**config.mk**
```make
export PLATFORM = sky130hd
export DESIGN_NAME = ucore_cfg_cache
export DESIGN_NICKNAME = d
export VERILOG_FILES = /design/src/rtl/ucore_cfg_pkg.sv /design/src/rtl/ucore_cfg_frame_rx.sv /design/src/rtl/ucore_cfg_cache.sv
export SDC_FILE = /design/constraint.sdc
export NUM_CORES = 1
export LEC_CHECK = 0
export ABC_CLOCK_PERIOD_IN_PS = 41200
export BUFFER_PORTS_ARGS = -buffer_cell sky130_fd_sc_hd__buf_2
export CAP_MARGIN = 20
export CORE_MARGIN = 8
export CORE_UTILIZATION = 45
export CTS_CLUSTER_SIZE = 30
export DETAILED_ROUTE_END_ITERATION = 16
export GPL_ROUTABILITY_DRIVEN = 0
export PLACE_DENSITY = 0.67
export SETUP_SLACK_MARGIN = 0.4
export SYNTH_ARGS = -nofsm -noshare
export SYNTH_HDL_FRONTEND = slang
export SYNTH_SLANG_ARGS = --single-unit
```
**constraint.sdc**
```tcl
create_clock -name clk -period 41.2 [get_ports clk]
set_input_delay 0 -clock clk [delete_from_list [all_inputs] [get_ports clk]]
set_output_delay 0 -clock clk [all_outputs]
set_load 0.01 [all_outputs]
```
**src/rtl/ucore_cfg_pkg.sv**
```systemverilog
// Shared definitions for the ucore configuration cache: header field layout,
// receive FSM states and frame length helper.
package ucore_cfg_pkg;

  localparam int unsigned TARGET_ID_W = 8;
  localparam int unsigned HDR_OP_LSB  = 0;

  typedef enum logic [1:0] {
    IDLE,
    LOAD,
    FWD
  } fsm_state_e;

  // Total beats in one frame: header plus constants.
  function automatic int unsigned frame_beats(input int unsigned const_count);
    return const_count + 1;
  endfunction

endpackage

```
**src/rtl/ucore_cfg_frame_rx.sv**
```systemverilog
// Config chain receiver: splits frames into local loads and forwarded traffic,
// stages a local frame and raises a one-cycle commit strobe once it is complete.
// Optional even-parity checking of consumed beats under UCORE_CFG_PARITY_EN.
module ucore_cfg_frame_rx
  import ucore_cfg_pkg::*;
#(
  parameter int unsigned            DATA_WIDTH  = 32,
  parameter int unsigned            OP_WIDTH    = 8,
  parameter int unsigned            CONST_COUNT = 4,
  parameter int unsigned            IDX_W       = 2,
  parameter logic [TARGET_ID_W-1:0] UCORE_ID    = '0
) (
  input  logic                                   clk,
  input  logic                                   reset,
  input  logic                                   cfg_in_vld,
  input  logic [DATA_WIDTH-1:0]                  cfg_in_data,
`ifdef UCORE_CFG_PARITY_EN
  input  logic                                   cfg_in_par,
`endif
  output logic                                   cfg_out_vld,
  output logic [DATA_WIDTH-1:0]                  cfg_out_data,
  output logic                                   commit,
  output logic [IDX_W-1:0]                       commit_idx,
  output logic [OP_WIDTH-1:0]                    commit_op,
  output logic [CONST_COUNT-1:0][DATA_WIDTH-1:0] commit_consts,
  output logic                                   frame_err
);

  localparam int unsigned CNT_W = $clog2(frame_beats(CONST_COUNT));

  fsm_state_e       state, state_nxt;
  logic [CNT_W-1:0] cnt;
  logic [CNT_W-1:0] slot;
  logic             id_hit;
  logic             last_beat;
  logic             frame_bad;

  // Header match, constant slot being written and last-beat detect.
  always_comb begin
    id_hit    = (cfg_in_data[DATA_WIDTH-1 -: TARGET_ID_W] == UCORE_ID);
    slot      = CNT_W'(CONST_COUNT) - cnt;
    last_beat = (cnt == CNT_W'(1));
  end

  // Next-state decode; gaps (vld=0) hold the current state.
  always_comb begin
    state_nxt = state;
    case (state)
      IDLE:      if (cfg_in_vld) state_nxt = id_hit ? LOAD : FWD;
      LOAD, FWD: if (cfg_in_vld && last_beat) state_nxt = IDLE;
      default:   state_nxt = IDLE;
    endcase
  end

  // State register.
  always_ff @(posedge clk or posedge reset) begin
    if (reset) state <= IDLE;
    else       state <= state_nxt;
  end

  // Beat counter, staging buffer, forward register and commit strobe.
  always_ff @(posedge clk or posedge reset) begin
    if (reset) begin
      cnt           <= '0;
      cfg_out_vld   <= 1'b0;
      cfg_out_data  <= '0;
      commit        <= 1'b0;
      commit_idx    <= '0;
      commit_op     <= '0;
      commit_consts <= '0;
    end else begin
      commit      <= 1'b0;
      cfg_out_vld <= 1'b0;
      if (cfg_in_vld) begin
        case (state)
          IDLE: begin
            cnt <= CNT_W'(CONST_COUNT);
            if (id_hit) begin
              commit_op  <= cfg_in_data[HDR_OP_LSB +: OP_WIDTH];
              commit_idx <= cfg_in_data[HDR_OP_LSB + OP_WIDTH +: IDX_W];
            end else begin
              cfg_out_vld  <= 1'b1;
              cfg_out_data <= cfg_in_data;
            end
          end
          LOAD: begin
            cnt <= cnt - 1'b1;
            for (int unsigned i = 0; i < CONST_COUNT; i++) begin
              if (slot == CNT_W'(i)) commit_consts[i] <= cfg_in_data;
            end
            if (last_beat) commit <= !frame_bad;
          end
          FWD: begin
            cnt          <= cnt - 1'b1;
            cfg_out_vld  <= 1'b1;
            cfg_out_data <= cfg_in_data;
          end
          default: ;
        endcase
      end
    end
  end

`ifdef UCORE_CFG_PARITY_EN
  logic beat_bad;
  logic bad_seen;

  assign beat_bad  = ((^cfg_in_data) != cfg_in_par);
  assign frame_bad = bad_seen | beat_bad;

  // Accumulate parity faults over a loaded frame; report on its last beat.
  always_ff @(posedge clk or posedge reset) begin
    if (reset) begin
      bad_seen  <= 1'b0;
      frame_err <= 1'b0;
    end else begin
      frame_err <= 1'b0;
      if (cfg_in_vld) begin
        if (state == IDLE) begin
          bad_seen <= beat_bad;
        end else if (state == LOAD) begin
          bad_seen <= frame_bad;
          if (last_beat) frame_err <= frame_bad;
        end
      end
    end
  end
`else
  assign frame_bad = 1'b0;
  assign frame_err = 1'b0;
`endif

endmodule

```
**src/rtl/ucore_cfg_cache.sv**
```systemverilog
// Multi-entry configuration cache for one RipTide ucore. Frames from the cfg
// chain commit into the cache; a req/ack switch selects the entry driving the
// FU. Parity checking of loaded beats is enabled by UCORE_CFG_PARITY_EN.
module ucore_cfg_cache
  import ucore_cfg_pkg::*;
#(
  parameter int unsigned            DATA_WIDTH  = 32,
  parameter int unsigned            OP_WIDTH    = 8,
  parameter int unsigned            CONST_COUNT = 4,
  parameter int unsigned            CACHE_DEPTH = 4,
  parameter logic [TARGET_ID_W-1:0] UCORE_ID    = '0,
  localparam int unsigned           IDX_W       = $clog2(CACHE_DEPTH)
) (
  input  logic                                   clk,
  input  logic                                   reset,
  input  logic                                   cfg_in_vld,
  input  logic [DATA_WIDTH-1:0]                  cfg_in_data,
`ifdef UCORE_CFG_PARITY_EN
  input  logic                                   cfg_in_par,
`endif
  output logic                                   cfg_out_vld,
  output logic [DATA_WIDTH-1:0]                  cfg_out_data,
  input  logic                                   sw_req,
  input  logic [IDX_W-1:0]                       sw_idx,
  input  logic                                   fu_idle,
  output logic                                   sw_ack,
  output logic                                   sw_err,
  output logic                                   cfg_valid,
  output logic [OP_WIDTH-1:0]                    cfg_op,
  output logic [CONST_COUNT-1:0][DATA_WIDTH-1:0] constants,
  output logic [IDX_W-1:0]                       active_idx,
  output logic [CACHE_DEPTH-1:0]                 entry_vld,
  output logic                                   cfg_err
);

  logic                                   commit;
  logic [IDX_W-1:0]                       commit_idx;
  logic [OP_WIDTH-1:0]                    commit_op;
  logic [CONST_COUNT-1:0][DATA_WIDTH-1:0] commit_consts;
  logic                                   frame_err;

  logic [OP_WIDTH-1:0]                    cache_op    [CACHE_DEPTH];
  logic [CONST_COUNT-1:0][DATA_WIDTH-1:0] cache_const [CACHE_DEPTH];

  logic commit_hit, commit_ok, sw_go, sw_bad, sw_ok;

  ucore_cfg_frame_rx #(
    .DATA_WIDTH  (DATA_WIDTH),
    .OP_WIDTH    (OP_WIDTH),
    .CONST_COUNT (CONST_COUNT),
    .IDX_W       (IDX_W),
    .UCORE_ID    (UCORE_ID)
  ) u_rx (
    .clk           (clk),
    .reset         (reset),
    .cfg_in_vld    (cfg_in_vld),
    .cfg_in_data   (cfg_in_data),
`ifdef UCORE_CFG_PARITY_EN
    .cfg_in_par    (cfg_in_par),
`endif
    .cfg_out_vld   (cfg_out_vld),
    .cfg_out_data  (cfg_out_data),
    .commit        (commit),
    .commit_idx    (commit_idx),
    .commit_op     (commit_op),
    .commit_consts (commit_consts),
    .frame_err     (frame_err)
  );

  // Commit/switch arbitration. A request is ignored in the cycle its own
  // ack/err is visible so a requester that drops req on seeing the pulse
  // never receives a second one.
  always_comb begin
    commit_hit = commit && cfg_valid && (commit_idx == active_idx);
    commit_ok  = commit && !commit_hit;
    sw_go      = sw_req && !sw_ack && !sw_err;
    sw_bad     = sw_go && !entry_vld[sw_idx];
    sw_ok      = sw_go && entry_vld[sw_idx] && fu_idle &&
                 !(commit && (commit_idx == sw_idx));
  end

  // Cache storage and per-entry valid bitmap.
  always_ff @(posedge clk or posedge reset) begin
    if (reset) begin
      entry_vld <= '0;
      for (int unsigned i = 0; i < CACHE_DEPTH; i++) begin
        cache_op[i]    <= '0;
        cache_const[i] <= '0;
      end
    end else if (commit_ok) begin
      entry_vld[commit_idx]   <= 1'b1;
      cache_op[commit_idx]    <= commit_op;
      cache_const[commit_idx] <= commit_consts;
    end
  end

  // Active entry selection, switch handshake and registered FU outputs.
  always_ff @(posedge clk or posedge reset) begin
    if (reset) begin
      sw_ack     <= 1'b0;
      sw_err     <= 1'b0;
      cfg_valid  <= 1'b0;
      active_idx <= '0;
      cfg_op     <= '0;
      constants  <= '0;
    end else begin
      sw_ack <= sw_ok;
      sw_err <= sw_bad;
      if (commit_ok && !cfg_valid) begin
        cfg_valid  <= 1'b1;
        active_idx <= commit_idx;
        cfg_op     <= commit_op;
        constants  <= commit_consts;
      end else if (sw_ok) begin
        active_idx <= sw_idx;
        cfg_op     <= cache_op[sw_idx];
        constants  <= cache_const[sw_idx];
      end
    end
  end

  // Sticky error: overwrite of the live entry or a corrupted loaded frame.
  always_ff @(posedge clk or posedge reset) begin
    if (reset) cfg_err <= 1'b0;
    else       cfg_err <= cfg_err | commit_hit | frame_err;
  end

endmodule

```
* Word level (Yosys, flattened, before mapping)
Index checks and enable logic that the tools add are counted.
** Storage, ports and cells
- Flip-flop bits (word level) :: 867
- Input port bits :: 39
- Output and inout port bits :: 179
- Logic and storage cells :: 135
** Operators by class
- Add/sub/neg operators :: 2
- Magnitude comparators :: 6
- Equal/unequal tests :: 11
- Muxes and demuxes :: 35
- Bitwise gates (word level) :: 4
- Reduce and logical (&&, ||, !) cells :: 35
** Operators by type and width (count)
- 128-bit two-way mux :: 5
- 512-bit bitwise mux :: 1
- 128-bit binary-select mux with 2-bit select :: 1
- 128-bit demux with 2-bit select :: 1
- 32-bit one-hot mux with 2 select lines :: 1
- 8-bit two-way mux :: 5
- 32-bit bitwise mux :: 1
- 32-bit two-way mux :: 1
- 3-bit AND reduction :: 6
- 8-bit binary-select mux with 2-bit select :: 1
- 8-bit demux with 2-bit select :: 1
- 1-bit logical AND :: 14
- 2-bit two-way mux :: 5
- 8-bit zero test :: 1
- 1-bit two-way mux :: 7
- 3-bit by 1-bit == test with 1-bit output, second input constant :: 2
- 3-bit by 2-bit == test with 1-bit output, second input constant :: 2
- 3-bit >= comparator, second input constant :: 2
- 1-bit zero test :: 6
- 2-bit by 3-bit less-than comparator with 1-bit output, second input constant :: 2
- 2-bit NOT with 3-bit output :: 2
- 3-bit one-hot mux with 2 select lines :: 1
- 2-bit nonzero test :: 3
- 2-bit == test :: 2
- 18 further kinds :: 20

* Logic depth before layout (Yosys ltp)
Gate-level depths: netlist (run 1).
- Depth in word-level cells :: 8
- Mapped depth :: 7
- Mapped depth without buffers :: 6

* Hierarchy
From an unflattened synthesis (run 1), not the netlist that was laid out.
** Second synthesis, totals
- Cell total of the unflattened synthesis :: 2486
- Area, all modules :: 36690.2 µm²
** By module, submodules not included
- ucore_cfg_cache :: instances 1, cells an instance 2071, area each 29852.4 µm²
- ucore_cfg_frame_rx :: instances 1, cells an instance 415, area each 6837.8 µm²

* Worst setup path after synthesis (run 1)
OpenSTA, ideal clock, no wires.
- Path kind :: register to register
- Start point :: register u_rx.cnt[0]
- End point :: register u_rx.commit_consts[0] (netlist name)
- Library setup time :: 0.125 ns
- Data arrival time :: 1.857 ns
- Setup slack :: 39.218 ns
- Stages on the path, launching flop included :: 8
- Buffers on the path :: 1
- Period minus slack after synthesis :: 1.982 ns
- Cell sequence :: dfrtp_1 -> inv_1 -> ha_1 -> or2_2 -> a21oi_1 -> nand2_1 -> buf_1 -> mux2_2
** Between the ends
- Cells in the longest elaborated chain, start to end :: 3
** Ends and longest elaborated chain
- start: declaration :: RTL line ucore_cfg_frame_rx.sv:32 : logic [CNT_W-1:0] cnt;
- start signal: assignment :: RTL line ucore_cfg_frame_rx.sv:77 : cnt <= CNT_W'(CONST_COUNT);
- start signal: assignment :: RTL line ucore_cfg_frame_rx.sv:87 : cnt <= cnt - 1'b1;
- start signal: assignment :: RTL line ucore_cfg_frame_rx.sv:94 : cnt <= cnt - 1'b1;
- 3-bit subtractor :: RTL line ucore_cfg_frame_rx.sv:41 : slot = CNT_W'(CONST_COUNT) - cnt;
- 3-bit zero test :: RTL line ucore_cfg_frame_rx.sv:89 : if (slot == CNT_W'(i)) commit_consts[i] <= cfg_in_data;
- 3-bit AND reduction (no line)
- end signal: indexed assignment :: RTL line ucore_cfg_frame_rx.sv:89
- end: declaration :: RTL line ucore_cfg_frame_rx.sv:25 : output logic [CONST_COUNT-1:0][DATA_WIDTH-1:0] commit_consts,
Every way passes these cells.
A chain may end at the register's enable or synchronous reset.

* Worst setup path after layout (run 1)
- Start point :: input port sw_idx[0]
- End point :: register constants[94] (netlist name)
** Between the ends
- Cells in the longest elaborated chain, start to end :: 6
- Elaborated cells on any way between the ends :: 15
** Ends and longest elaborated chain
- start: declaration :: RTL line ucore_cfg_cache.sv:24 : input logic [IDX_W-1:0] sw_idx,
- 2-bit NOT with 3-bit output (not written as such) or 1-bit binary-select mux with 2-bit select (tied branches) :: RTL line ucore_cfg_cache.sv:117, ucore_cfg_cache.sv:78
- 128-bit binary-select mux with 2-bit select or 1-bit two-way mux (tied branches) :: RTL line ucore_cfg_cache.sv:117, ucore_cfg_cache.sv:78
- 128-bit two-way mux (not written as such) or 1-bit logical AND (tied branches) (2 in a row) :: RTL line ucore_cfg_cache.sv:117, ucore_cfg_cache.sv:78
- 128-bit two-way mux or 1-bit logical AND (tied branches) :: RTL line ucore_cfg_cache.sv:114, ucore_cfg_cache.sv:78
- 128-bit two-way mux or 2-bit nonzero test (tied branches)
- end signal: assignment :: RTL line ucore_cfg_cache.sv:113 : constants <= commit_consts;
- end signal: assignment :: RTL line ucore_cfg_cache.sv:117 : constants <= cache_const[sw_idx];
- end: declaration :: RTL line ucore_cfg_cache.sv:30 : output logic [CONST_COUNT-1:0][DATA_WIDTH-1:0] constants,
Parallel ways exist; a longest one is shown, timed or not. The select of a mux whose other input is x is not followed.

==> results of run 1 <==
==> metrics by stage <==
step,utilization,setup WS (ns),instances,total power (W)
after floorplan,-,16.83,2362,0.000957
after global placement,0.474,37.79,3522,0.00101
after detailed placement,0.474,37.75,3522,0.00101
after CTS,0.516,37.85,3715,0.00184
after global routing,0.516,37.66,3717,0.00189
final,0.516,37.87,3721,0.00182
==> cells by family after synthesis <==
family,count (synthesis),synth area share
fa+ha+maj,9,0.00306
xor+xnor,4,0.000950
buf+inv,165,0.0263
compound gates,153,0.0220
mux,990,0.340
simple gates,174,0.0194
flops,867,0.589
==> final cells by class <==
cell class                      count  area [µm²]  area share
Inverter                           10        45.0     0.00107
Sequential cell                   867       21700       0.515
Antenna cell                        4        10.0    0.000238
Timing Repair Buffer              282        1760      0.0418
Clock buffer                      131        2660      0.0631
Clock inverter                     27         367     0.00870
Tap cell                         1070        1340      0.0318
Multi-Input combinational cell   1330       14300       0.338
==> critical path, cell delays in order <==
cell           delay (ns)
dlygate4sd3_1        0.56
buf_8                0.43
mux4_2               0.63
o311ai_4             0.09
buf_4                0.64
buf_4                0.91
mux2i_1              0.28
a21oi_1              0.09
==> routing by layer <==
layer,track usage,vias up,part of all wire
met3,0.0417,126,0.059
met1,0.281,11235,0.43
met5,0,-,0.00021
met4,0.0773,2,0.036
li1,-,9063,-
met2,0.331,536,0.47
==> worst paths after layout <==
path | endpoint | from | cells past startpoint
worst min register to register | sw_err | sw_err | 1
worst max-delay path | constants[94] | sw_idx[0] | 8
max in group asynchronous | cache_const[367] | reset | 5
min in group asynchronous | cache_const[169] | reset | 3
worst max register to register | cache_const[436] | u_rx.commit_idx[0] | 6
worst min-delay path | u_rx.commit_consts[82] | cfg_in_data[18] | 2
==> cells in the final DEF (no fill, tap or decap), drive strengths merged <==
cell	n
dfrtp	867
mux2	716
buf	247
nor2	141
a21oi	140
mux4	137
mux2i	137
clkbuf	131
dlygate4sd3	35
clkinv	14
inv	13
nand2	12
ha	9
bufinv	7
nand2b	5
diode	4
xor2	4
o21ai	4
or2	4
o31ai	3
clkinvlp	3
nand3b	2
or4	2
nor3b	2
nor4bb	1
o311ai	1
o31a	1
nand3	1
nor3	1
nor4b	1
o21a	1
a211oi	1
nor4	1
nor2b	1
a2bb2oi	1
a22o	1
==> registers in the layout (all words and copies together), names as in the netlist <==
register / flops
cfg_op: 8
u_rx.commit_idx: 2
entry_vld: 4
cfg_valid: 1
sw_ack: 1
u_rx.commit_op: 8
active_idx: 2
sw_err: 1
constants: 128
cfg_err: 1
u_rx.cnt: 3
cache_op: 32
u_rx.state: 2
u_rx.commit: 1
u_rx.cfg_out_vld: 1
cache_const: 512
u_rx.cfg_out_data: 32
u_rx.commit_consts: 128
==> power groups by stage <==
stage / clock network, W / logic [W] / registers (W)
final: 0.000824 / 0.000109 / 0.000886
after global routing: 0.000879 / 0.000121 / 0.000887
after CTS: 0.000846 / 0.000112 / 0.000885
after detailed placement: 0 / 0.000109 / 0.000900
after global placement: 0 / 0.000107 / 0.000899
after floorplan: 0 / 0.0000517 / 0.000906
==> what timing repair did <==
action,4_1_cts,5_1_grt
endpoints found under the hold margin,276,0
hold buffers,35,0
buffers inserted,0,0
==> out/metrics.cfg, run 1 <==
[status]
status = finished, final reports clean

[final_layout]
fin_nets = 2628
drive_gt1_frac = 0.460
fill_cells = 6721
area_growth_pct = 14.3
design_area_um2 = 42100

[global_route]
antenna_found_initial = 17
overflow = 0
grt_pass1_wl_mm = 144
grt_pass1_vias = 22708
grt_util_all_layers = 0.208
grt_max_degree = 199

[routing]
drt_iter0_drc = 1383
drt-vias-per-instance = 5.63
drc = 0
ant_nets = 0
num_vias = 20962
routed_wl_mm = 93.5
avgRoutedWirePerCell_um = 25.1
drt_first_pass_iters = 5

[logic_synthesis]
synth_top_area_cell = dfrtp_1
synth.most_common_cell = dfrtp_1
async_flop_share = 1.00
ys_ff_latch = 867
synth_area_per_cell_um2 = 15.6
ys_seq_area_frac = 0.589
synthTopCellsByCount = dfrtp_1, mux2_2, nor2_1, a21oi_1
synth_edf_count = 0
yosys-top-cells-area = dfrtp_1, mux2_2, mux4_2
synth_ff_type = dfrtp_1
synth_cell_types = 36
yosys.area.top_type_share = 0.589
synth_warnings = 0
syn_inst = 2362
synthesis.area_um2 = 36900
syn_nets = 2410

[sta]
clock.fmax_mhz = 300
holdWs_ns = 0.0171
slew_headroom = 0.253
grt_setup_unrepaired = no
tightest_slew_ns = 1.12
final.min_clock_period_ns = 3.33
fin_tns_setup_ns = 0
period_share = 0.0808
setup_viol = 0
final-max-slew-violation-count = 0
final_hold_viol_count = 0
fin_skew_ns = 0.0169

[setup_path]
crit_required_ns = 41.68
end_kind = flip-flop
crit_type = in -> reg
worst-r2r-setup-slack_ns = 37.91
worstPathArrival_ns = 3.81
start_kind = primary input
crit_fanout = 48

[die]
ioPinCount = 218
core_um2 = 81600
fp.dieH_um = 302
start_util = 0.452
dieArea_um2 = 91300
die_w_um = 302
rows = 105

[clocking]
cts_tree = built
htreeDepth = 3
cts_inserted_buffers = 89
clock_latency_ns = 0.63
clock-sinks = 867
cts_max_path_buffers = 3
clk_pin_slew_ns = 0.06
cts_root_buffer = clkbuf_16
ctsResizeCount = 0

[hold_path]
hp-class = in -> reg

[pwr]
share_seq_of_total_power = 0.487
switchingPower_w = 0.000418
clkPwrFrac = 0.453
swShare = 0.230
p_leak_nw = 21.1
power_density_nw_per_um2 = 43.2
combPwrFrac = 0.060
intPower_w = 0.00140
ir_drop_v = 0.0000328

[job]
cap_violations = 0

[placed_design]
place_area_um2 = 38700
port-buffer-count = 217
place_hpwl_mm = 54.8

No activity file was read; power rests on OpenSTA's default activity.
==> run 2: changes to the inputs <==
Settings changed: ABC_CLOCK_PERIOD_IN_PS 41200 to 2750, PLACE_DENSITY 0.67 to 0.69.
Clock period 41.2 ns to 2.75 ns, I/O delays scaled along.
==> run 2 against run 1 <==
  * Cell count is 1.7% higher
  * Largest cell class unchanged
  * Critical endpoint is now cache_const[270]
  * Flip-flop and latch count stayed put
  * Clock skew increased by 0.015 ns
  * Die area unchanged
  * Routed wire length increased by 1.5%
  * Worst setup slack worse by 37 ns
  * Critical path depth shrank 2
  * Core utilization is 1.1 points higher
  * Non-clock buffer count rose by 48
  * Design area increased by 2.1%
  * Clock-buffer cell count increased by 2
==> out/metrics.cfg, run 2 (same netlist as run 1, synthesis figures left out) <==
[final_layout]
final_common_cell = dfrtp_1
final_core_util = 0.528
top_regs = cache_const: 512 flops, constants: 128 flops, u_rx.commit_consts: 128 flops
area_growth_pct = 16.8
drive_gt1_frac = 0.472
regMostFlops = cache_const
design_area_um2 = 43000
layout_common_cells = dfrtp_1, mux2_2, buf_2
fin_nets = 2678
largest_reg_flops = 512

[sta]
finalWorstSetupSlack_ns = 0.447
final_hold_viol_count = 0
tightest_slew_ns = 1.03
setup_viol = 0
clock.fmax_mhz = 434
period_share = 0.837
fin_tns_setup_ns = 0
final.min_clock_period_ns = 2.30
fin_skew_ns = 0.0319
slew_headroom = 0.313
final-max-slew-violation-count = 0
grt_setup_unrepaired = yes

[routing]
num_vias = 21267
drt_first_pass_iters = 5
avgRoutedWirePerCell_um = 25.1
routed_wl_mm = 94.9
drt_iter0_drc = 1253
ant_nets = 0
drt-vias-per-instance = 5.62
drc = 0

[pwr]
ir_drop_v = 0.000582
p_leak_nw = 21.6
power_density_nw_per_um2 = 642

[die]
ioPinCount = 218
rows = 105
fp.dieH_um = 302
start_util = 0.452
die_w_um = 302
core_um2 = 81600
dieArea_um2 = 91300

[setup_path]
regToRegEndpoint = cache_const[270]
worst-r2r-setup-slack_ns = 0.45
worstPathArrival_ns = 2.82
crit_fanout = 33
end_kind = flip-flop
rr_startpoint = u_rx.commit_idx[0]
r2r_cells = 6
crit_type = reg -> reg
start_kind = flip-flop
crit_required_ns = 3.27

[clocking]
clock-sinks = 867
cts_inserted_buffers = 91
cts_max_path_buffers = 3
cts_tree = built
clk_pin_slew_ns = 0.06
htreeDepth = 3
clock_latency_ns = 0.65
cts_root_buffer = clkbuf_16

[hold_path]
whs_endpoint = u_rx.cfg_out_data[26]
worstHoldStart = cfg_in_data[26]
hp-class = in -> reg
hold_depth = 3

[global_route]
grt_pass1_vias = 23194
grt_max_degree = 138
grt_util_all_layers = 0.209
overflow = 0
antenna_found_initial = 26
grt_pass1_wl_mm = 145

[placed_design]
place_area_um2 = 39400
port-buffer-count = 217
place_ws_ns = 0.320
place_hpwl_mm = 57.8

[status]
status = finished, final reports clean

[job]
cap_violations = 0

==> run 2: layer usage <==
metal	GRT usage	part of all wire	vias up
met5	0	0	-
met4	0.102	0.042	0
met3	0.0426	0.067	147
met2	0.321	0.47	593
met1	0.284	0.43	11339
li1	-	-	9188
==> run 2: how the worst max path moves through the flow <==
| stage | slack [ns] | end | depth (start not counted) | startpoint |
|---|---|---|---|---|
| 6_report | 0.45 | cache_const[270] | 6 | u_rx.commit_idx[0] |
| 5_1_grt | 0.37 | cache_const[511] | 6 | u_rx.commit_idx[0] |
| 4_1_cts | 0.41 | cache_const[206] | 6 | u_rx.commit_idx[0] |
| 3_5_place_dp | 0.32 | cache_const[196] | 6 | u_rx.commit_idx[0] |
| 3_3_place_gp | 0.35 | cache_const[219] | 6 | u_rx.commit_idx[0] |
| 2_1_floorplan | -9.17 | active_idx[0] | 1 | reset |
==> run 2: critical path, stage by stage, from the launching register on <==
cell,delay [ns]
dfrtp_2,0.50
xor2_1,0.23
o31a_1,0.37
nand3b_1,0.17
buf_4,0.24
buf_12,0.25
mux2_2,0.38
==> run 2: report_power, final <==
part / internal [W] / leakage, nW / switching, W
logic: 0.000635 / 8.72 / 0.00107
clock network: 0.00754 / 1.55 / 0.00511
registers: 0.0131 / 11.3 / 0.000212
==> run 2: what timing repair did <==
action,in CTS,in global routing
endpoints found under the setup margin,201,152
endpoints found under the hold margin,337,1
gates cloned,0,1
buffers inserted,0,5
hold buffers,35,1
pin swaps,0,3
gates resized for setup,3,5
==> run 2: final cells by class <==
class                   count  area, µm²
repair buffers            330       2520
inverters                  10       41.3
diodes                     11       27.5
clock buffers             133       2680
clock inverters            33        459
flip-flops and latches    867      21700
multi-input cells        1330      14300
well taps                1070       1340
fillers                  6516      38500
==> run 2: per-stage QoR <==
step,hold slack (ns),cells,power [W]
2_1_floorplan,0.122,2362,0.0143
3_3_place_gp,0.148,3565,0.0151
3_5_place_dp,0.147,3565,0.0152
4_1_cts,0.0000246,3766,0.0279
5_1_grt,0.0482,3776,0.0286
6_report,0.0306,3784,0.0276
